File: src/rtl/fir_rescale_decim.sv
// fir_rescale_decim: post-FIR output stage for a multi-channel stream.
// Keeps one valid sample in DECIM and registers a full-precision sum with
// the half-up rounding constant. It then arithmetic-shifts that sum right by
// SHIFT and saturates it to OUT_WIDTH.
// Sticky per-channel saturation flags report any clipped kept sample.
module fir_rescale_decim #(
  parameter int CH_NUM    = 2,
  parameter int IN_WIDTH  = 66,
  parameter int OUT_WIDTH = 16,
  parameter int SHIFT     = 17,
  parameter int DECIM     = 4
) (
  input  logic                                clk_i,
  input  logic                                rst_i,
  input  logic                                tvalid_i,
  input  logic [CH_NUM-1:0][IN_WIDTH-1:0]     tdata_i,
  output logic                                tvalid_o,
  output logic [CH_NUM-1:0][OUT_WIDTH-1:0]    tdata_o,
  output logic [CH_NUM-1:0]                   sat_o,
  input  logic                                sat_clr_i
);

  // One guard bit so adding the rounding constant can never overflow.
  localparam int SUM_W = IN_WIDTH + 1;
  localparam int CNT_W = (DECIM > 1) ? $clog2(DECIM) : 1;

  localparam logic [CNT_W-1:0] CNT_ZERO = {CNT_W{1'b0}};
  localparam logic [CNT_W-1:0] CNT_ONE  = CNT_W'(1);
  localparam logic [CNT_W-1:0] CNT_LAST = CNT_W'(DECIM - 1);

  // Representable output range, expressed at sum precision for comparison.
  localparam logic signed [SUM_W-1:0] Q_MAX =
    {{(SUM_W - OUT_WIDTH + 1){1'b0}}, {(OUT_WIDTH - 1){1'b1}}};
  localparam logic signed [SUM_W-1:0] Q_MIN =
    {{(SUM_W - OUT_WIDTH + 1){1'b1}}, {(OUT_WIDTH - 1){1'b0}}};
  localparam logic [OUT_WIDTH-1:0] OUT_MAX = {1'b0, {(OUT_WIDTH - 1){1'b1}}};
  localparam logic [OUT_WIDTH-1:0] OUT_MIN = {1'b1, {(OUT_WIDTH - 1){1'b0}}};

  // Half-LSB of the shifted result (2^(SHIFT-1)); all zeros when SHIFT = 0.
  function automatic logic [SUM_W-1:0] rnd_const(input int shift);
    logic [SUM_W-1:0] r;
    for (int i = 0; i < SUM_W; i++) begin
      r[i] = (i == shift - 1);
    end
    return r;
  endfunction

  localparam logic [SUM_W-1:0] RND = rnd_const(SHIFT);

  // Floor-shift a rounded sum and clamp it; MSB of the result flags clipping.
  function automatic logic [OUT_WIDTH:0] sat_round(input logic [SUM_W-1:0] sum);
    logic signed [SUM_W-1:0] q;
    logic [OUT_WIDTH:0]      r;
    q = $signed(sum) >>> SHIFT;
    if (q > Q_MAX) begin
      r = {1'b1, OUT_MAX};
    end else if (q < Q_MIN) begin
      r = {1'b1, OUT_MIN};
    end else begin
      r = {1'b0, q[OUT_WIDTH-1:0]};
    end
    return r;
  endfunction

  // Illegal parameter combinations stop elaboration.
  if (DECIM < 1) begin : g_err_decim
    $error("fir_rescale_decim: DECIM must be at least 1");
  end
  if (SHIFT >= IN_WIDTH) begin : g_err_shift
    $error("fir_rescale_decim: SHIFT must be smaller than IN_WIDTH");
  end
  if (OUT_WIDTH > IN_WIDTH - SHIFT) begin : g_err_width
    $error("fir_rescale_decim: OUT_WIDTH must not exceed IN_WIDTH - SHIFT");
  end

  logic [CNT_W-1:0]                   cnt_q, cnt_d;
  logic                               keep_s;
  logic                               s1_valid_q, s1_valid_d;
  logic [CH_NUM-1:0][SUM_W-1:0]       sum_q, sum_d;
  logic                               tvalid_q, tvalid_d;
  logic [CH_NUM-1:0][OUT_WIDTH-1:0]   tdata_q, tdata_d;
  logic [CH_NUM-1:0]                  sat_q, sat_d;
  logic [CH_NUM-1:0]                  sat_ev_s;
  logic [OUT_WIDTH:0]                 res_s [CH_NUM];

  // Rescale every channel from the stage-1 sum.
  for (genvar n = 0; n < CH_NUM; n++) begin : g_res
    assign res_s[n] = sat_round(sum_q[n]);
  end

  // Decimation: keep the valid sample seen at count zero, advance on every valid.
  always_comb begin
    keep_s = 1'b0;
    cnt_d  = cnt_q;
    if (tvalid_i) begin
      keep_s = (cnt_q == CNT_ZERO);
      if (cnt_q == CNT_LAST) begin
        cnt_d = CNT_ZERO;
      end else begin
        cnt_d = cnt_q + CNT_ONE;
      end
    end else begin
      cnt_d = cnt_q;
    end
  end

  // Stage 1: sign-extend kept samples and add the rounding constant.
  always_comb begin
    s1_valid_d = keep_s;
    sum_d      = sum_q;
    for (int n = 0; n < CH_NUM; n++) begin
      if (keep_s) begin
        sum_d[n] = {tdata_i[n][IN_WIDTH-1], tdata_i[n]} + RND;
      end else begin
        sum_d[n] = sum_q[n];
      end
    end
  end

  // Stage 2: publish the rescaled sample; data holds while nothing leaves.
  always_comb begin
    tvalid_d = s1_valid_q;
    tdata_d  = tdata_q;
    sat_ev_s = {CH_NUM{1'b0}};
    for (int n = 0; n < CH_NUM; n++) begin
      if (s1_valid_q) begin
        tdata_d[n]  = res_s[n][OUT_WIDTH-1:0];
        sat_ev_s[n] = res_s[n][OUT_WIDTH];
      end else begin
        tdata_d[n]  = tdata_q[n];
        sat_ev_s[n] = 1'b0;
      end
    end
  end

  // Sticky flags: a clear drops old flags, but a same-cycle event still sets.
  always_comb begin
    if (sat_clr_i) begin
      sat_d = sat_ev_s;
    end else begin
      sat_d = sat_q | sat_ev_s;
    end
  end

  // State registers; reset drops in-flight samples and restarts decimation.
  always_ff @(posedge clk_i) begin
    if (rst_i) begin
      cnt_q      <= CNT_ZERO;
      s1_valid_q <= 1'b0;
      sum_q      <= '0;
      tvalid_q   <= 1'b0;
      tdata_q    <= '0;
      sat_q      <= {CH_NUM{1'b0}};
    end else begin
      cnt_q      <= cnt_d;
      s1_valid_q <= s1_valid_d;
      sum_q      <= sum_d;
      tvalid_q   <= tvalid_d;
      tdata_q    <= tdata_d;
      sat_q      <= sat_d;
    end
  end

  assign tvalid_o = tvalid_q;
  assign tdata_o  = tdata_q;
  assign sat_o    = sat_q;

endmodule

File: config.mk
export PLATFORM = sky130hd
export DESIGN_NAME = fir_rescale_decim
export DESIGN_NICKNAME = d
export VERILOG_FILES = /design/src/rtl/fir_rescale_decim.sv
export SDC_FILE = /design/constraint.sdc
export NUM_CORES = 1
export LEC_CHECK = 0
export ABC_CLOCK_PERIOD_IN_PS = 2400
export BUFFER_PORTS_ARGS = -buffer_cell sky130_fd_sc_hd__buf_2
export CAP_MARGIN = 20
export CELL_PAD_IN_SITES_DETAIL_PLACEMENT = 0
export CELL_PAD_IN_SITES_GLOBAL_PLACEMENT = 1
export CORE_UTILIZATION = 36
export DETAILED_ROUTE_END_ITERATION = 16
export PLACE_DENSITY = 0.85
export SYNTH_ARGS = -nofsm -noshare
export SYNTH_HDL_FRONTEND = slang
export SYNTH_SLANG_ARGS = --single-unit
File: constraint.sdc
create_clock -name clk_i -period 2.4 [get_ports clk_i]
set_clock_uncertainty 0.05 [all_clocks]
set_input_delay 0.72 -clock clk_i [delete_from_list [all_inputs] [get_ports clk_i]]
set_output_delay 0.72 -clock clk_i [all_outputs]
set_load 0.03 [all_outputs]
==> run_summary.xml <==
<?xml version="1.0" encoding="UTF-8"?>
<metrics>
  <group name="run_status">
    <metric name="run_status" unit="">finished clean</metric>
  </group>
  <group name="synth">
    <metric name="netlist_area" unit="um2">7170</metric>
    <metric name="synth.most_common_cell" unit="">dfxtp_1</metric>
    <metric name="synth_async_sr_flop_share" unit="">0</metric>
    <metric name="yosysTopAreaCellShare" unit="">0.385</metric>
    <metric name="ys_types" unit="">44</metric>
    <metric name="synth_top_cells_by_count" unit="">138 x dfxtp_1, 91 x nor2_1, 73 x nand2_1</metric>
    <metric name="synthTopCellsByArea" unit="">dfxtp_1 39%, a211oi_1 6.3%, nor2_1 4.8%</metric>
    <metric name="synthCells" unit="">889</metric>
    <metric name="synth.ff_latch_count" unit="">138</metric>
    <metric name="dominantRegCellSynth" unit="">dfxtp_1</metric>
    <metric name="count_of_flip_flops_with_a_built_in_enable_after_synthesis" unit="">0</metric>
    <metric name="synthesis.yosys.warnings" unit="">0</metric>
    <metric name="synth_sequential_area_ratio" unit="">0.385</metric>
    <metric name="cell_accounting_for_the_most_synthesized_area" unit="">dfxtp_1</metric>
    <metric name="syn_avg_cell_area" unit="um2">8.07</metric>
    <metric name="syn-num-nets" unit="">1029</metric>
  </group>
  <group name="placed_design">
    <metric name="port_buffers" unit="">138</metric>
    <metric name="dp_hpwl" unit="mm">14.7</metric>
    <metric name="post-place-ws" unit="ns">-0.352</metric>
    <metric name="routabilityCongestion" unit="">0.839</metric>
  </group>
  <group name="floorplan">
    <metric name="ios" unit="">171</metric>
    <metric name="dieArea" unit="um2">20500</metric>
    <metric name="fp.dieH" unit="um">143</metric>
    <metric name="floorplan.initialDensity" unit="">0.368</metric>
    <metric name="floorplan.die.width" unit="um">143</metric>
    <metric name="rows" unit="">51</metric>
    <metric name="core_area" unit="um2">19500</metric>
  </group>
  <group name="drt">
    <metric name="route.vias.total" unit="">7330</metric>
    <metric name="viasPerCell" unit="">5.27</metric>
    <metric name="drt_drc_violations_left" unit="">0</metric>
    <metric name="route.final.wire_length" unit="mm">20.1</metric>
    <metric name="detail_route.first_pass.iterations" unit="">5</metric>
    <metric name="antenna_violating_nets_post_route" unit="">0</metric>
    <metric name="drt_iter0_drc" unit="">376</metric>
    <metric name="post_drt_wl_per_cell" unit="um">14.4</metric>
  </group>
  <group name="clock_tree">
    <metric name="cts_stage_hold_buffer_count" unit="">0</metric>
    <metric name="clock_tree.root_cell" unit="">clkbuf_16</metric>
    <metric name="path_clk_slew" unit="ns">0.06</metric>
    <metric name="post_cts.resized_instances" unit="">0</metric>
    <metric name="clkLatencyLatePin" unit="ns">0.42</metric>
    <metric name="clk_path_buf_depth" unit="">2</metric>
    <metric name="tritoncts.num_buffers" unit="">17</metric>
    <metric name="sinks_on_clock_net" unit="">138</metric>
    <metric name="htreeDepth" unit="">4</metric>
    <metric name="tritoncts" unit="">yes</metric>
    <metric name="post-cts-setup-buffer-count" unit="">0</metric>
  </group>
  <group name="timing">
    <metric name="totalNegativeSetupSlack" unit="ns">0</metric>
    <metric name="setup_viol" unit="">0</metric>
    <metric name="final_hold_viol_count" unit="">0</metric>
    <metric name="finalCriticalPeriod" unit="ns">2.33</metric>
    <metric name="achievable-frequency" unit="MHz">430</metric>
    <metric name="rsz0062_at_grt" unit="">no</metric>
    <metric name="timing_worst_slew_pin_value" unit="ns">0.559</metric>
    <metric name="timing.final.crit_share" unit="">0.969</metric>
    <metric name="max-slew-margin-rel" unit="">0.627</metric>
    <metric name="post-route-worst-setup-slack" unit="ns">0.0740</metric>
    <metric name="drv_slew" unit="">0</metric>
  </group>
  <group name="worst_setup_path">
    <metric name="worstPathMaxFanout" unit="">6</metric>
    <metric name="worst-setup-path-type" unit="">input port to register</metric>
    <metric name="kind_of_launch_point_of_the_worst_setup_path" unit="">input port</metric>
    <metric name="regToRegSetupSlack" unit="ns">0.31</metric>
    <metric name="crit_arrival" unit="ns">2.59</metric>
    <metric name="critPathCaptureType" unit="">register</metric>
    <metric name="worst-endpoint-required" unit="ns">2.67</metric>
  </group>
  <group name="global_route">
    <metric name="grt_antenna_before_repair" unit="">1</metric>
    <metric name="grt_pass1_vias" unit="">6682</metric>
    <metric name="grt_pass1_wl" unit="mm">32.5</metric>
    <metric name="grtUsageTotal" unit="">0.200</metric>
    <metric name="overflow" unit="">0</metric>
    <metric name="grt_start_max_net_pins" unit="">99</metric>
  </group>
  <group name="final_layout">
    <metric name="area_growth_syn_to_layout" unit="%">34.2</metric>
    <metric name="net_count_final" unit="">1253</metric>
    <metric name="antenna_cells_inserted" unit="">0</metric>
    <metric name="post_route_cells_drive_above_1_share" unit="">0.283</metric>
  </group>
  <group name="flow_run">
    <metric name="cap_violations" unit="">0</metric>
  </group>
  <group name="power_and_ir_drop">
    <metric name="power.leakage" unit="nW">3.69</metric>
    <metric name="power_density" unit="nW/um2">664</metric>
    <metric name="power.ir.vdd_worst" unit="mV">0.361</metric>
  </group>
  <group name="min_path">
    <metric name="hold_class" unit="">register to register</metric>
  </group>
</metrics>
-- power by group --
part           total [W]  switching, W  internal, W  leakage (nW)
sequential       0.00267      0.000154      0.00252          1.14
combinational    0.00106      0.000613     0.000449          2.27
clock            0.00266      0.000971      0.00169         0.282
-- routing by layer --
| layer | share of wire | vias to the layer above | GRT usage |
|---|---|---|---|
| li1 | - | 3815 | - |
| met1 | 0.48 | 3340 | 0.263 |
| met2 | 0.46 | 149 | 0.324 |
| met3 | 0.041 | 26 | 0.0386 |
| met4 | 0.015 | 0 | 0.0730 |
| met5 | 0 | - | 0 |
-- critical path, cell delays in order --
cell	delay [ns]
buf_2	0.09
and4_4	0.24
nand4_4	0.12
or4_1	0.51
buf_4	0.18
or4_1	0.46
a311oi_1	0.27
-- cells in the final DEF (no fill, tap or decap), drive strengths merged, types with 3 or more instances in the layout --
cell / count
buf: 268
bufinv: 3
clkbuf: 21
nand4: 44
ha: 4
xor2: 23
nor2: 91
xnor2: 30
clkinvlp: 4
and3: 13
o41ai: 4
a31oi: 18
or4: 26
o21ai: 61
and4: 15
nor4: 31
or3: 21
or2: 3
inv: 23
nor3: 19
and2: 6
a211oi: 60
mux2i: 4
o31ai: 23
a311oi: 21
a21oi: 31
dfxtp: 138
nand3: 36
nand2: 73
-- worst paths after layout --
path | cells past startpoint | end | start
worst min register to register | 2 | sum_q[17]$_SDFFE_PP0P_ | sum_q[17]$_SDFFE_PP0P_
worst min-delay path | 2 | sum_q[17]$_SDFFE_PP0P_ | sum_q[17]$_SDFFE_PP0P_
worst max register to register | 6 | sat_o[0]$_SDFF_PP0_ | sum_q[52]$_SDFFE_PP0P_
worst max-delay path | 7 | sum_q[132]$_SDFFE_PP0P_ | tdata_i[91]
-- flip-flops by register name, indices dropped and copies added (netlist names) --
signal,flops
tdata_o,32
s1_valid_q,1
sum_q,100
cnt_q,2
sat_o,2
tvalid_o,1
-- stage by stage --
stage               hold slack (ns)  power [W]  std cells  instance area (um2)   util
floorplan                     0.384    0.00330        889                 7190      -
global placement              0.395    0.00376       1359                 9020  0.463
detailed placement            0.401    0.00378       1359                 9020  0.463
CTS                           0.409    0.00645       1390                 9620  0.494
global route                  0.433    0.00669       1390                 9620  0.495
finish                        0.407    0.00639       1390                 9620  0.495
-- cells by family (layout without fill, tap and decap cells) --
| kind of cell | count (synthesis) | count (layout) | synth area share |
|---|---|---|---|
| AO/OA/AOI/OAI | 224 | 224 | 0.207 |
| XOR/XNOR | 53 | 53 | 0.0647 |
| adder cells (fa/ha/maj) | 4 | 4 | 0.00698 |
| buffers and inverters | 85 | 321 | 0.0454 |
| flip-flops | 138 | 138 | 0.385 |
| multiplexers | 4 | 4 | 0.00558 |
| AND/OR/NAND/NOR | 381 | 381 | 0.285 |
-- cell type report --
| type | instances | area [um2] |
|---|---|---|
| fillers | 1908 | 9840 |
| multi-input cells | 666 | 4100 |
| flip-flops and latches | 138 | 2760 |
| repair buffers | 268 | 1740 |
| clock buffers | 21 | 460 |
| well taps | 265 | 332 |
| clock inverters | 10 | 143 |
| inverters | 22 | 82.6 |
No activity file was read; power rests on OpenSTA's default activity.
